===== src/rtl/hazard_stall_ctrl_pkg.sv =====
// rtl/hazard_stall_ctrl_pkg.sv - shared types and helpers for the pipeline hazard/stall controller
package hazard_stall_ctrl_pkg;

  typedef enum logic [1:0] {FWD_NONE = 2'b00, FWD_MEM = 2'b01, FWD_WB = 2'b10} fwd_sel_t;
  typedef enum logic [1:0] {HZ_RUN, HZ_MEMWAIT, HZ_HALT} hz_state_t;

  localparam int REG_W = 5;

  // True when a writing stage targets src; $0 never counts as a producer.
  function automatic logic reg_hit(input logic wr, input logic [REG_W-1:0] wsel,
                                   input logic [REG_W-1:0] src);
    return wr && (wsel != '0) && (wsel == src);
  endfunction

endpackage


===== src/rtl/hazard_stall_ctrl_if.sv =====
// rtl/hazard_stall_ctrl_if.sv - stage indices, cache handshakes and pipeline controls
interface hazard_stall_ctrl_if #(parameter int CNT_W = 16);
  import hazard_stall_ctrl_pkg::*;

  logic [REG_W-1:0] id_rs, id_rt, ex_rs, ex_rt, ex_wsel, mem_wsel, wb_wsel;
  logic             ex_memread, ex_branch_taken;
  logic             mem_regwr, mem_dmemop, mem_halt, wb_regwr;
  logic             ihit, dhit;
  fwd_sel_t         fwd_a, fwd_b;
  logic             pc_en, ifid_en, idex_en, exmem_en, memwb_en;
  logic             ifid_flush, idex_flush, halted;
  logic [CNT_W-1:0] stall_cnt;

  modport hsc (
    input  id_rs, id_rt, ex_rs, ex_rt, ex_wsel, ex_memread, ex_branch_taken,
           mem_wsel, mem_regwr, mem_dmemop, mem_halt, wb_wsel, wb_regwr, ihit, dhit,
    output fwd_a, fwd_b, pc_en, ifid_en, idex_en, exmem_en, memwb_en,
           ifid_flush, idex_flush, halted, stall_cnt
  );

  modport tb (
    output id_rs, id_rt, ex_rs, ex_rt, ex_wsel, ex_memread, ex_branch_taken,
           mem_wsel, mem_regwr, mem_dmemop, mem_halt, wb_wsel, wb_regwr, ihit, dhit,
    input  fwd_a, fwd_b, pc_en, ifid_en, idex_en, exmem_en, memwb_en,
           ifid_flush, idex_flush, halted, stall_cnt
  );

endinterface


===== src/rtl/hazard_stall_ctrl_forward_sel.sv =====
// rtl/hazard_stall_ctrl_forward_sel.sv - operand bypass select for one ALU source
module hazard_stall_ctrl_forward_sel
  import hazard_stall_ctrl_pkg::*;
(
  input  logic [REG_W-1:0] src_i,
  input  logic [REG_W-1:0] mem_wsel_i,
  input  logic             mem_regwr_i,
  input  logic [REG_W-1:0] wb_wsel_i,
  input  logic             wb_regwr_i,
  output fwd_sel_t         sel_o
);

  // MEM holds the younger result, so it wins over WB.
  always_comb begin
    sel_o = FWD_NONE;
    if (reg_hit(mem_regwr_i, mem_wsel_i, src_i)) begin
      sel_o = FWD_MEM;
    end else if (reg_hit(wb_regwr_i, wb_wsel_i, src_i)) begin
      sel_o = FWD_WB;
    end
  end

endmodule


===== src/rtl/hazard_stall_ctrl.sv =====
// rtl/hazard_stall_ctrl.sv - forwarding, stall/flush and halt control for the 5-stage pipeline
module hazard_stall_ctrl
  import hazard_stall_ctrl_pkg::*;
#(
  parameter int CNT_W = 16
) (
  input logic            CLK,
  input logic            RST,
  hazard_stall_ctrl_if.hsc bus
);

  hz_state_t        state_q, state_d;
  logic             halted_q, halted_d;
  logic [CNT_W-1:0] cnt_q, cnt_d;
  logic             freeze, load_use;
  fwd_sel_t         fwd_a, fwd_b;
  logic             pc_en, ifid_en, idex_en, exmem_en, memwb_en, ifid_flush, idex_flush;

  assign freeze   = bus.mem_dmemop & ~bus.dhit;
  assign load_use = reg_hit(bus.ex_memread, bus.ex_wsel, bus.id_rs)
                  | reg_hit(bus.ex_memread, bus.ex_wsel, bus.id_rt);

  hazard_stall_ctrl_forward_sel u_fwd_a (
    .src_i(bus.ex_rs), .mem_wsel_i(bus.mem_wsel), .mem_regwr_i(bus.mem_regwr),
    .wb_wsel_i(bus.wb_wsel), .wb_regwr_i(bus.wb_regwr), .sel_o(fwd_a)
  );

  hazard_stall_ctrl_forward_sel u_fwd_b (
    .src_i(bus.ex_rt), .mem_wsel_i(bus.mem_wsel), .mem_regwr_i(bus.mem_regwr),
    .wb_wsel_i(bus.wb_wsel), .wb_regwr_i(bus.wb_regwr), .sel_o(fwd_b)
  );

  always_ff @(posedge CLK or posedge RST) begin
    if (RST) begin
      state_q <= HZ_RUN;
    end else begin
      state_q <= state_d;
    end
  end

  always_comb begin
    state_d = state_q;
    case (state_q)
      HZ_RUN: begin
        if (bus.mem_halt && !freeze) state_d = HZ_HALT;
        else if (freeze)             state_d = HZ_MEMWAIT;
      end
      HZ_MEMWAIT: begin
        if (bus.mem_halt && !freeze) state_d = HZ_HALT;
        else if (bus.dhit)           state_d = HZ_RUN;
      end
      default: state_d = HZ_HALT;
    endcase
  end

  // Priority chain: halt, cache freeze, taken branch, load-use bubble, I-miss bubble.
  always_comb begin
    pc_en      = 1'b0;
    ifid_en    = 1'b0;
    idex_en    = 1'b0;
    exmem_en   = 1'b0;
    memwb_en   = 1'b0;
    ifid_flush = 1'b0;
    idex_flush = 1'b0;
    if (RST || state_q == HZ_HALT || freeze) begin
      pc_en = 1'b0;
    end else if (bus.ex_branch_taken) begin
      {pc_en, ifid_en, idex_en, exmem_en, memwb_en} = '1;
      ifid_flush = 1'b1;
      idex_flush = 1'b1;
    end else if (load_use) begin
      {idex_en, exmem_en, memwb_en} = '1;
      idex_flush = 1'b1;
    end else if (!bus.ihit) begin
      {ifid_en, idex_en, exmem_en, memwb_en} = '1;
      ifid_flush = 1'b1;
    end else begin
      {pc_en, ifid_en, idex_en, exmem_en, memwb_en} = '1;
    end
  end

  assign halted_d = (state_d == HZ_HALT);
  assign cnt_d    = (state_q != HZ_HALT && !pc_en && cnt_q != '1) ? cnt_q + CNT_W'(1) : cnt_q;

  always_ff @(posedge CLK or posedge RST) begin
    if (RST) begin
      halted_q <= 1'b0;
      cnt_q    <= '0;
    end else begin
      halted_q <= halted_d;
      cnt_q    <= cnt_d;
    end
  end

  assign bus.fwd_a      = RST ? FWD_NONE : fwd_a;
  assign bus.fwd_b      = RST ? FWD_NONE : fwd_b;
  assign bus.pc_en      = pc_en;
  assign bus.ifid_en    = ifid_en;
  assign bus.idex_en    = idex_en;
  assign bus.exmem_en   = exmem_en;
  assign bus.memwb_en   = memwb_en;
  assign bus.ifid_flush = ifid_flush;
  assign bus.idex_flush = idex_flush;
  assign bus.halted     = halted_q;
  assign bus.stall_cnt  = cnt_q;

endmodule


===== src/flat_wrapper.sv =====
// flat-port wrapper written by rule: the top's interface ports become plain ports
module hazard_stall_ctrl_flat import hazard_stall_ctrl_pkg::*;
#(
  parameter int CNT_W = 16
)
  (CLK, RST, bus_id_rs, bus_id_rt, bus_ex_rs, bus_ex_rt, bus_ex_wsel, bus_ex_memread, bus_ex_branch_taken, bus_mem_wsel, bus_mem_regwr, bus_mem_dmemop, bus_mem_halt, bus_wb_wsel, bus_wb_regwr, bus_ihit, bus_dhit, bus_fwd_a, bus_fwd_b, bus_pc_en, bus_ifid_en, bus_idex_en, bus_exmem_en, bus_memwb_en, bus_ifid_flush, bus_idex_flush, bus_halted, bus_stall_cnt);
  hazard_stall_ctrl_if #(.CNT_W(CNT_W)) bus_i ();
  input logic CLK;
  input logic RST;
  input wire logic [$bits(bus_i.id_rs)-1:0] bus_id_rs;
  input wire logic [$bits(bus_i.id_rt)-1:0] bus_id_rt;
  input wire logic [$bits(bus_i.ex_rs)-1:0] bus_ex_rs;
  input wire logic [$bits(bus_i.ex_rt)-1:0] bus_ex_rt;
  input wire logic [$bits(bus_i.ex_wsel)-1:0] bus_ex_wsel;
  input wire logic [$bits(bus_i.ex_memread)-1:0] bus_ex_memread;
  input wire logic [$bits(bus_i.ex_branch_taken)-1:0] bus_ex_branch_taken;
  input wire logic [$bits(bus_i.mem_wsel)-1:0] bus_mem_wsel;
  input wire logic [$bits(bus_i.mem_regwr)-1:0] bus_mem_regwr;
  input wire logic [$bits(bus_i.mem_dmemop)-1:0] bus_mem_dmemop;
  input wire logic [$bits(bus_i.mem_halt)-1:0] bus_mem_halt;
  input wire logic [$bits(bus_i.wb_wsel)-1:0] bus_wb_wsel;
  input wire logic [$bits(bus_i.wb_regwr)-1:0] bus_wb_regwr;
  input wire logic [$bits(bus_i.ihit)-1:0] bus_ihit;
  input wire logic [$bits(bus_i.dhit)-1:0] bus_dhit;
  output wire logic [$bits(bus_i.fwd_a)-1:0] bus_fwd_a;
  output wire logic [$bits(bus_i.fwd_b)-1:0] bus_fwd_b;
  output wire logic [$bits(bus_i.pc_en)-1:0] bus_pc_en;
  output wire logic [$bits(bus_i.ifid_en)-1:0] bus_ifid_en;
  output wire logic [$bits(bus_i.idex_en)-1:0] bus_idex_en;
  output wire logic [$bits(bus_i.exmem_en)-1:0] bus_exmem_en;
  output wire logic [$bits(bus_i.memwb_en)-1:0] bus_memwb_en;
  output wire logic [$bits(bus_i.ifid_flush)-1:0] bus_ifid_flush;
  output wire logic [$bits(bus_i.idex_flush)-1:0] bus_idex_flush;
  output wire logic [$bits(bus_i.halted)-1:0] bus_halted;
  output wire logic [$bits(bus_i.stall_cnt)-1:0] bus_stall_cnt;
  assign bus_i.id_rs = bus_id_rs;
  assign bus_i.id_rt = bus_id_rt;
  assign bus_i.ex_rs = bus_ex_rs;
  assign bus_i.ex_rt = bus_ex_rt;
  assign bus_i.ex_wsel = bus_ex_wsel;
  assign bus_i.ex_memread = bus_ex_memread;
  assign bus_i.ex_branch_taken = bus_ex_branch_taken;
  assign bus_i.mem_wsel = bus_mem_wsel;
  assign bus_i.mem_regwr = bus_mem_regwr;
  assign bus_i.mem_dmemop = bus_mem_dmemop;
  assign bus_i.mem_halt = bus_mem_halt;
  assign bus_i.wb_wsel = bus_wb_wsel;
  assign bus_i.wb_regwr = bus_wb_regwr;
  assign bus_i.ihit = bus_ihit;
  assign bus_i.dhit = bus_dhit;
  assign bus_fwd_a = bus_i.fwd_a;
  assign bus_fwd_b = bus_i.fwd_b;
  assign bus_pc_en = bus_i.pc_en;
  assign bus_ifid_en = bus_i.ifid_en;
  assign bus_idex_en = bus_i.idex_en;
  assign bus_exmem_en = bus_i.exmem_en;
  assign bus_memwb_en = bus_i.memwb_en;
  assign bus_ifid_flush = bus_i.ifid_flush;
  assign bus_idex_flush = bus_i.idex_flush;
  assign bus_halted = bus_i.halted;
  assign bus_stall_cnt = bus_i.stall_cnt;
  hazard_stall_ctrl #(.CNT_W(CNT_W)) u_core (.CLK(CLK), .RST(RST), .bus(bus_i));
endmodule

===== config.mk =====
export PLATFORM = sky130hd
export DESIGN_NAME = hazard_stall_ctrl_flat
export DESIGN_NICKNAME = d
export VERILOG_FILES = /design/src/rtl/hazard_stall_ctrl_pkg.sv /design/src/rtl/hazard_stall_ctrl_if.sv /design/src/rtl/hazard_stall_ctrl_forward_sel.sv /design/src/rtl/hazard_stall_ctrl.sv /design/src/flat_wrapper.sv
export SDC_FILE = /design/constraint.sdc
export NUM_CORES = 1
export LEC_CHECK = 0
export CORE_ASPECT_RATIO = 1.25
export CORE_UTILIZATION = 43
export CTS_CLUSTER_DIAMETER = 120
export DETAILED_ROUTE_END_ITERATION = 7
export PLACE_DENSITY_LB_ADDON = 0.05
export SYNTH_ARGS = -nofsm -noshare
export SYNTH_HDL_FRONTEND = slang
export SYNTH_HIERARCHICAL = 1
export SYNTH_SLANG_ARGS = --single-unit
export TNS_END_PERCENT = 5

===== constraint.sdc =====
create_clock -name CLK -period 5 [get_ports CLK]
set_input_delay 0.5 -clock CLK [delete_from_list [all_inputs] [get_ports CLK]]
set_output_delay 0.5 -clock CLK [all_outputs]
set_load 0.005 [all_outputs]

# After elaboration in Yosys (flattened, before gate mapping)
# Index checks and enable logic that the tools add are counted.
[word_totals] ff_bits=19 latch_bits=0 mem_bits_rw=0 romBits=0 input_bits=45 out_inout_bits=28 elab_cells=64 memories=0
[classes] add_sub_neg=1 mul=0 n_div=0 order_cmp=0 eq_ne=11 n_shift=0 muxes=26 bitwise_logic=3 n_reduce_logical=20
[op_table] operator="5-bit equality test" count=6
[op_table] operator="2-bit two-way mux" count=10
[op_table] operator="16-bit by 1-bit adder with 16-bit output, second input constant" count=1
[op_table] operator="16-bit inequality test, second input constant" count=1
[op_table] operator="1-bit two-way mux" count=15
[op_table] operator="5-bit nonzero test" count=3
[op_table] operator="1-bit logical AND" count=12
[op_table] operator="2-bit equality test, second input constant" count=2
[op_table] operator="2-bit one-hot mux with 2 select lines" count=1
[op_table] operator="2-bit by 1-bit equality test with 1-bit output, second input constant" count=1
[op_table] operator="1-bit logical NOT" count=2
[op_table] operator="2-bit logical NOT" count=1
[op_table] operator="1-bit logical OR" count=2
[op_table] operator="2-bit inequality test, second input constant" count=1
[op_table] operator="1-bit bitwise AND" count=1
[op_table] operator="1-bit inverter" count=1
[op_table] operator="1-bit OR" count=1

# Longest topological paths before layout
# Gate-level depths: netlist (run 1).
[depth] word_depth=10 mapped_depth=7 ltp_nobuf=7

# Hierarchy
# The synthesis (run 1) kept the hierarchy.
[by_module_without_submodules] mod="hazard_stall_ctrl" instances=1 cells_per_inst=115 area_per_inst_um2=1152.4 seq_area_each_um2=475.5
[by_module_without_submodules] mod="hazard_stall_ctrl_forward_sel" instances=2 cells_per_inst=20 area_per_inst_um2=151.4 seq_area_each_um2=0.0

# Worst setup path before layout (run 1)
# Ideal clock, no wire load.
[synth_timing] kind="in2out" from="in bus_ex_wsel[1]" to="out bus_pc_en" t_arrival_ps=1564 t_required_ps=4500 setup_slack_ps=2936 path_stages=5 path_cell_list="or4_1 > o21ai_2 > or2_2 > a21oi_1 > nor2b_1"
[synth_between] elab_chain_len=7
[synth_lines] item="start: declaration" line="flat_wrapper.sv:14" rtl="input wire logic [$bits(bus_i.ex_wsel)-1:0] bus_ex_wsel;"
[synth_lines] item="5-bit nonzero test" line="hazard_stall_ctrl_pkg.sv:12" rtl="return wr && (wsel != '0) && (wsel == src);"
[synth_lines] item="1-bit logical AND (2 in series)" line="hazard_stall_ctrl_pkg.sv:12"
[synth_lines] item="1-bit OR (*)" line="hazard_stall_ctrl.sv:21" rtl="| reg_hit(bus.ex_memread, bus.ex_wsel, bus.id_rt);"
[synth_lines] item="1-bit two-way mux (*)" line="hazard_stall_ctrl.sv:71" rtl="end else if (load_use) begin"
[synth_lines] item="1-bit two-way mux (*)" line="hazard_stall_ctrl.sv:67" rtl="end else if (bus.ex_branch_taken) begin"
[synth_lines] item="1-bit two-way mux (*)" line="hazard_stall_ctrl.sv:65" rtl="if (RST || state_q == HZ_HALT || freeze) begin"
[synth_lines] item="end: declaration" line="flat_wrapper.sv:27" rtl="output wire logic [$bits(bus_i.pc_en)-1:0] bus_pc_en;"
# Mark *: on every way between the ends. The rest lies on a longest branch, timed or not.

# Worst setup path in the final report (run 1)
# Same ends and word-level chain as after synthesis.

==> results of run 1 <==
critical path, delay by kind of cell:
family / cells / cell delay, ps
compound gates: 2 / 300
buf+inv: 2 / 970
simple gates: 3 / 850
state kept, by name, summed over array words and instances (netlist names):
signal,flops
u_core/bus.stall_cnt,16
u_core/state_q,2
u_core/bus.halted,1
final cells by class:
| type | instances | share of cell area, % |
|---|---|---|
| multi-input combinational | 132 | 42.50 |
| timing repair buffer | 72 | 32.00 |
| sequential | 19 | 21.11 |
| tap | 37 | 2.056 |
| clock buffer | 4 | 2.000 |
| inverter | 2 | 0.3333 |
metal layers:
| metal | wire, um | GRT usage [%] | up-vias |
|---|---|---|---|
| met3 | 251 | 5.708 | 4 |
| met5 | 0 | 0 | - |
| met2 | 1962 | 40.28 | 54 |
| li1 | - | - | 693 |
| met1 | 1487 | 22.62 | 664 |
| met4 | 29 | 4.808 | 0 |
power groups by stage:
stage	logic [mW]	registers, mW	clock network, mW
6_report	0.129	0.177	0.106
5_1_grt	0.142	0.179	0.115
4_1_cts	0.131	0.177	0.109
3_5_place_dp	0.130	0.180	0
3_3_place_gp	0.127	0.179	0
2_1_floorplan	0.0517	0.179	0
cell usage in the layout, fill, tap and decap left out, types with 3 or more instances in the layout:
cell,n
sky130_fd_sc_hd__clkdlybuf4s50_1,72
sky130_fd_sc_hd__xnor2_1,24
sky130_fd_sc_hd__dfrtp_1,19
sky130_fd_sc_hd__xor2_1,16
sky130_fd_sc_hd__nand2_1,12
sky130_fd_sc_hd__nand3_1,11
sky130_fd_sc_hd__nor2_1,10
sky130_fd_sc_hd__nand4_1,8
sky130_fd_sc_hd__nor3_1,7
sky130_fd_sc_hd__nor2b_1,6
sky130_fd_sc_hd__a21oi_1,5
sky130_fd_sc_hd__nor3_2,4
sky130_fd_sc_hd__and3_1,4
sky130_fd_sc_hd__clkbuf_8,3
sky130_fd_sc_hd__or2_2,3
sky130_fd_sc_hd__o21a_1,3
through the flow:
stage | power (mW) | util (%) | worst slack (ps) | instance area, um2 | hold slack, ps
after global routing | 0.4353 | 69.88 | 1785 | 2252 | 497.5
after detailed placement | 0.3095 | 68.48 | 1894 | 2207 | 463.1
after CTS | 0.4164 | 69.88 | 1879 | 2252 | 480.4
after floorplan | 0.2305 | - | 2936 | 1455 | 435.0
final | 0.4118 | 69.88 | 1881 | 2252 | 476.4
after global placement | 0.3056 | 68.48 | 1918 | 2207 | 453.3
cell families after synthesis:
logic type / after synthesis
AND/OR/NAND/NOR: 70
XOR/XNOR: 40
AO/OA/AOI/OAI: 19
flip-flops: 19
buffers and inverters: 4
multiplexers: 2
adder cells (fa/ha/maj): 1
worst paths after layout:
check / from / end
worst min-delay path: u_core/state_q[1] / u_core/state_q[0]
worst max register to register: u_core/bus.stall_cnt[3] / u_core/bus.stall_cnt[15]
worst min register to register: u_core/state_q[1] / u_core/state_q[0]
max in group asynchronous: RST / u_core/bus.stall_cnt[7]
min in group asynchronous: RST / u_core/bus.halted
worst max-delay path: bus_ex_wsel[1] / bus_pc_en
==> insert_results.sql, run 1 <==
INSERT INTO impl_metrics (metric_group, metric, value, unit) VALUES
('clock_tree', 'cts_tree', 'done', ''),
('sta', 'rsz0062_at_grt', 'no', ''),
('detailed_routing', 'drtIter0Drc', '24', ''),
('sta', 'max_slew_margin', '51.52', '%'),
('synthesis', 'synth.top_cells.by_count', 'sky130_fd_sc_hd__xnor2_1 (24), sky130_fd_sc_hd__dfrtp_1 (19), sky130_fd_sc_hd__xor2_1 (16), sky130_fd_sc_hd__nand2_1 (12), sky130_fd_sc_hd__nand3_1 (11)', ''),
('finish', 'multi_input_area', '957.2', 'um2'),
('setup_path', 'max_stage_delay', '560', 'ps'),
('clock_tree', 'cts_post_setup_buffers_inserted', '0', ''),
('synthesis', 'synthesis.area_per_instance', '9.388', 'um2'),
('clock_tree', 'cts_num_sinks', '19', ''),
('finish', 'post_route_cells_drive_above_1_share', '8.734', '%'),
('placed_design', 'dp_hpwl', '3072', 'um'),
('worst_hold_path', 'hold-path-cell-count', '1', ''),
('detailed_routing', 'avgViaCountPerCell', '5.320', ''),
('synthesis', 'netlist_area', '1455', 'um2'),
('clock_tree', 'clk_path_buf_depth', '2', ''),
('power_and_ir_drop', 'netSwitchingFraction', '27.05', '%'),
('synthesis', 'synth_edf_count', '0', ''),
('synthesis', 'proportion_of_synthesized_chip_area_in_sequential_cells', '32.67', '%'),
('synthesis', 'synth_xor_area_share', '24.08', '%'),
('setup_path', 'rrSetupSlack', '3010', 'ps'),
('status', 'status', 'finished, final reports clean', ''),
('clock_tree', 'cts.hold.buffers_added', '0', ''),
('clock_tree', 'worst_skew_pair.late_latency', '260', 'ps'),
('clock_tree', 'ctsRootBufferMaster', 'sky130_fd_sc_hd__clkbuf_8', ''),
('detailed_routing', 'detailed_route_wl', '3730', 'um'),
('setup_path', 'worstPathArrival', '2620', 'ps'),
('sta', 'skew', '1.082', 'ps'),
('finish', 'area_growth_syn_to_layout', '54.77', '%'),
('floorplan', 'boundaryPins', '73', ''),
('global_route', 'antenna_violations_before_repair', '0', ''),
('synthesis', 'synthDominantAreaCellType', 'sky130_fd_sc_hd__dfrtp_1', ''),
('sta', 'setup_viol', '0', ''),
('flow_run', 'max-cap-violations', '0', ''),
('floorplan', 'floorplan.die_area', '3622', 'um2'),
('power_and_ir_drop', 'power.ir.vdd_worst', '0.2404', 'mV'),
('sta', 'fmaxAchievable', '0.3207', 'GHz'),
('floorplan', 'die_width', '54.03', 'um'),
('finish', 'antenna_cells_inserted', '0', ''),
('power_and_ir_drop', 'netSwitchingPower', '0.1114', 'mW'),
('clock_tree', 'cts_made_buffers', '3', ''),
('detailed_routing', 'drt_pre_antenna_iters', '4', ''),
('sta', 'report.final.hold_viol_count', '0', ''),
('sta', 'final_min_period_over_clock_period', '62.37', '%'),
('floorplan', 'initial_core_util', '45.15', '%'),
('global_route', 'overflow', '0', ''),
('sta', 'final.setup.tns', '0', 'ps'),
('synthesis', 'yosys.area.top_type_share', '32.67', '%'),
('setup_path', 'timing.critical_path.fanout_max', '4', ''),
('synthesis', 'synthSimpleGateAreaFrac', '26.05', '%'),
('setup_path', 'cpMaxStageDelayCell', 'sky130_fd_sc_hd__or4_1', ''),
('placed_design', 'port_buffers', '72', ''),
('sta', 'final_period_minus_worst_setup_slack', '3119', 'ps'),
('sta', 'worst_slew_pin_slew', '726.4', 'ps'),
('setup_path', 'worstRegToRegCells', '5', ''),
('clock_tree', 'cts.repair.resized', '0', ''),
('finish', 'finalNonFillerCells', '266', ''),
('power_and_ir_drop', 'pwr_density_cell', '182.9', 'nW/um2'),
('finish', 'register_area', '475.5', 'um2'),
('synthesis', 'synthMostInstantiatedCell', 'sky130_fd_sc_hd__xnor2_1', ''),
('synthesis', 'synth-seq-cells', '19', ''),
('floorplan', 'fp.dieH', '67.04', 'um'),
('synthesis', 'synth_async_sr_flop_share', '100.0', '%'),
('finish', 'fillers', '274', ''),
('synthesis', 'synth_top_family_by_area', 'simple AND/OR/NAND/NOR gates', ''),
('clock_tree', 'h_tree_depth', '1', ''),
('synthesis', 'yosys.area_share.adder', '0.8598', '%'),
('power_and_ir_drop', 'cell_internal_pwr', '0.3004', 'mW'),
('power_and_ir_drop', 'pwr-share-seq', '42.9', '%'),
('synthesis', 'synth.mux.area_fraction', '1.806', '%'),
('detailed_routing', 'detail_route.wl_per_cell', '14.02', 'um');
Note: power is estimated with default switching activity, not from simulation.
==> run 2: changes to the inputs <==
Settings changed: CORE_UTILIZATION 43 to 36.
Clock period 5 ns to 2.8 ns, I/O delays scaled along.
==> run 2 against run 1 <==
Against the previous run: flip-flop and latch count unchanged; first-iteration DRC count grew 46%; core utilization fell by 10 points; register-to-register slack got worse by 2200 ps; die area increased by 19%; clock-buffer cell count decreased by 1; power increased by 78%; non-clock buffer count stayed put; combinational power increased by 80%; sequential share of layout area shrank 0.21 points; global-route usage shrank 3.8 points.
==> insert_results.sql, run 2 (synthesized netlist as in run 1, its figures left out) <==
INSERT INTO impl_metrics (metric_group, metric, value, unit) VALUES
('status', 'status', 'finished, final reports clean', ''),
('power_and_ir_drop', 'clock_power_share', '25.2', '%'),
('setup_path', 'rrSetupSlack', '780', 'ps'),
('setup_path', 'crit_top_cell', 'sky130_fd_sc_hd__clkdlybuf4s50_1', ''),
('sta', 'final.setup.tns', '0', 'ps'),
('sta', 'holdWs', '482.5', 'ps'),
('global_route', 'overflow', '0', ''),
('finish', 'largest_register_ffs', '16', ''),
('floorplan', 'floorplan.die_area', '4302', 'um2'),
('placed_design', 'port_buffers', '72', ''),
('setup_path', 'worst_reg2reg_startpoint', 'u_core/bus.stall_cnt[3]', ''),
('detailed_routing', 'drtIter0Drc', '35', ''),
('clock_tree', 'cts_made_buffers', '3', ''),
('sta', 'fmaxAchievable', '0.3745', 'GHz'),
('power_and_ir_drop', 'pwr_density_cell', '322.9', 'nW/um2'),
('sta', 'setup_viol', '0', ''),
('worst_hold_path', 'timing.hold.worst_endpoint', 'u_core/state_q[0]', ''),
('setup_path', 'max_stage_delay', '560', 'ps'),
('detailed_routing', 'drt_pre_antenna_iters', '4', ''),
('placed_design', 'dp_hpwl', '3111', 'um'),
('clock_tree', 'h_tree_depth', '1', ''),
('setup_path', 'worstPathArrival', '2390', 'ps'),
('finish', 'fillers', '365', ''),
('setup_path', 'critical_path_class', 'input pin to output pin', ''),
('placed_design', 'dp_cells', '279', ''),
('clock_tree', 'cts_num_sinks', '19', ''),
('setup_path', 'worstSetupEndpointType', 'output pin', ''),
('detailed_routing', 'detailed_route_wl', '3758', 'um'),
('placed_design', 'routabilityCongestion', '0.7876', ''),
('finish', 'post_route_cells_drive_above_1_share', '9.170', '%'),
('finish', 'final_cell_mix', 'sky130_fd_sc_hd__clkdlybuf4s50_1 (72), sky130_fd_sc_hd__xnor2_1 (24), sky130_fd_sc_hd__dfrtp_1 (19)', ''),
('sta', 'final_period_minus_worst_setup_slack', '2670', 'ps'),
('setup_path', 'cp.buffers_inverters', '2', ''),
('worst_hold_path', 'worstHoldPathType', 'register to register', ''),
('setup_path', 'critPathLaunchType', 'input pin', ''),
('clock_tree', 'clkSlewWorstSetupHoldPaths', '70', 'ps'),
('finish', 'antenna_cells_inserted', '0', ''),
('worst_hold_path', 'hold-path-cell-count', '1', ''),
('clock_tree', 'cts.hold.buffers_added', '0', ''),
('sta', 'skew', '7.740', 'ps'),
('power_and_ir_drop', 'power_leakage', '0.8675', 'nW'),
('finish', 'nNetsFinal', '276', ''),
('detailed_routing', 'detail_route.wl_per_cell', '13.28', 'um'),
('setup_path', 'req_time_crit_path', '2520', 'ps'),
('detailed_routing', 'post-route-drc-count', '0', ''),
('power_and_ir_drop', 'p_total', '0.7345', 'mW'),
('finish', 'postLayoutCoreUtil', '59.61', '%'),
('finish', 'area_growth_syn_to_layout', '56.32', '%'),
('sta', 'worst_slew_pin_slew', '682.3', 'ps'),
('sta', 'report.final.hold_viol_count', '0', ''),
('worst_hold_path', 'worst_hold_startpoint', 'u_core/state_q[1]', ''),
('detailed_routing', 'detailroute.via_count', '1381', ''),
('floorplan', 'boundaryPins', '73', ''),
('clock_tree', 'worst_skew_pair.late_latency', '250', 'ps'),
('setup_path', 'cp_cell_sequence', 'clkdlybuf4s50_1 -> or4_1 -> o21ai_2 -> or2_2 -> a21oi_1 -> nor2b_1 -> clkdlybuf4s50_1', ''),
('clock_tree', 'cts.repair.resized', '0', ''),
('clock_tree', 'ctsRootBufferMaster', 'sky130_fd_sc_hd__clkbuf_8', ''),
('sta', 'final-max-slew-violation-count', '0', ''),
('setup_path', 'timing.critical_path.fanout_max', '4', ''),
('flow_run', 'max-cap-violations', '0', ''),
('detailed_routing', 'avgViaCountPerCell', '4.880', ''),
('power_and_ir_drop', 'netSwitchingFraction', '27.21', '%'),
('power_and_ir_drop', 'cell_internal_pwr', '0.5346', 'mW'),
('sta', 'final_min_period_over_clock_period', '95.37', '%'),
('setup_path', 'path_delay_family', 'buffers and inverters', ''),
('clock_tree', 'cts_tree', 'done', ''),
('floorplan', 'rows', '25', ''),
('power_and_ir_drop', 'netSwitchingPower', '0.1998', 'mW'),
('global_route', 'groute.usage.overall', '17.60', '%'),
('power_and_ir_drop', 'pwr-share-seq', '43.1', '%'),
('power_and_ir_drop', 'power_frac_comb', '31.6', '%'),
('sta', 'rsz0062_at_grt', 'no', ''),
('floorplan', 'fp.dieH', '73.08', 'um'),
('floorplan', 'core', '3816', 'um2'),
('setup_path', 'cpMaxStageDelayCell', 'sky130_fd_sc_hd__or4_1', ''),
('global_route', 'grt_start_max_net_pins', '20', ''),
('finish', 'commonest_non_fill_non_tap_cell_in_the_layout', 'sky130_fd_sc_hd__clkdlybuf4s50_1', ''),
('floorplan', 'initial_core_util', '38.13', '%'),
('global_route', 'antenna_violations_before_repair', '0', ''),
('clock_tree', 'clk_path_buf_depth', '2', ''),
('clock_tree', 'cts_post_setup_buffers_inserted', '0', ''),
('global_route', 'wire_length_of_the_first_global_routing_pass', '5878', 'um'),
('floorplan', 'die_width', '58.87', 'um'),
('power_and_ir_drop', 'power.ir.vdd_worst', '0.3780', 'mV'),
('global_route', 'grt_pass1_vias', '1378', ''),
('detailed_routing', 'route.antenna.remaining_nets', '0', ''),
('sta', 'max_slew_margin', '54.46', '%'),
('setup_path', 'worstRegToRegCells', '5', ''),
('finish', 'finalNonFillerCells', '283', ''),
('setup_path', 'worstReg2RegEnd', 'u_core/bus.stall_cnt[13]', '');
[run 2: worst reg2reg max path: stages, from the launching register on]
cell and delay (ps):
sky130_fd_sc_hd__dfrtp_1 430, sky130_fd_sc_hd__nand3_1 200, sky130_fd_sc_hd__or4_1 560, sky130_fd_sc_hd__o22ai_2 360, sky130_fd_sc_hd__nand4_1 210, sky130_fd_sc_hd__xnor2_1 160
[run 2: final cells by class]
cell class                      instances  area (um2)  area share, %
Clock buffer                            3       41.29          1.815
Multi-Input combinational cell        132       957.2          42.08
Sequential cell                        19       475.5          20.90
Inverter                                2       7.507         0.3300
Clock inverter                          1       5.005         0.2200
Tap cell                               54       67.56          2.970
Timing Repair Buffer                   72       720.7          31.68
[run 2: metal layers]
layer / up-vias / GRT usage, % / routed length (um)
met1: 635 / 19.10 / 1495
met4: 0 / 1.587 / 0
met3: 0 / 5.142 / 318
met5: - / 0 / 0
met2: 52 / 34.09 / 1944
li1: 694 / - / -
[run 2: power by group through the flow]
stage	clock, mW	sequential (mW)	combinational (mW)
final	0.185	0.317	0.232
after global routing	0.202	0.322	0.254
after CTS	0.190	0.319	0.236
after detailed placement	0	0.323	0.234
after global placement	0	0.320	0.227
after floorplan	0	0.319	0.0923
[run 2: worst max path at each step]
stage / start / to / slack, ps / cells after the start
final: bus_ex_wsel[1] / bus_pc_en / 130 / 7
after CTS: bus_ex_wsel[1] / bus_pc_en / 110 / 7
after global routing: bus_ex_wsel[1] / bus_pc_en / 30 / 7
after detailed placement: bus_ex_wsel[1] / bus_pc_en / 120 / 7
after floorplan: u_core/state_q[1] / u_core/bus.stall_cnt[5] / 970 / 6
after global placement: bus_ex_wsel[1] / bus_pc_en / 150 / 7
[run 2: stage by stage]
| step | cell area [um2] | setup slack, ps |
|---|---|---|
| floorplan | 1455 | 971.9 |
| global placement | 2228 | 154.5 |
| detailed placement | 2228 | 123.9 |
| CTS | 2275 | 114.1 |
| global route | 2275 | 27.12 |
| finish | 2275 | 129.6 |
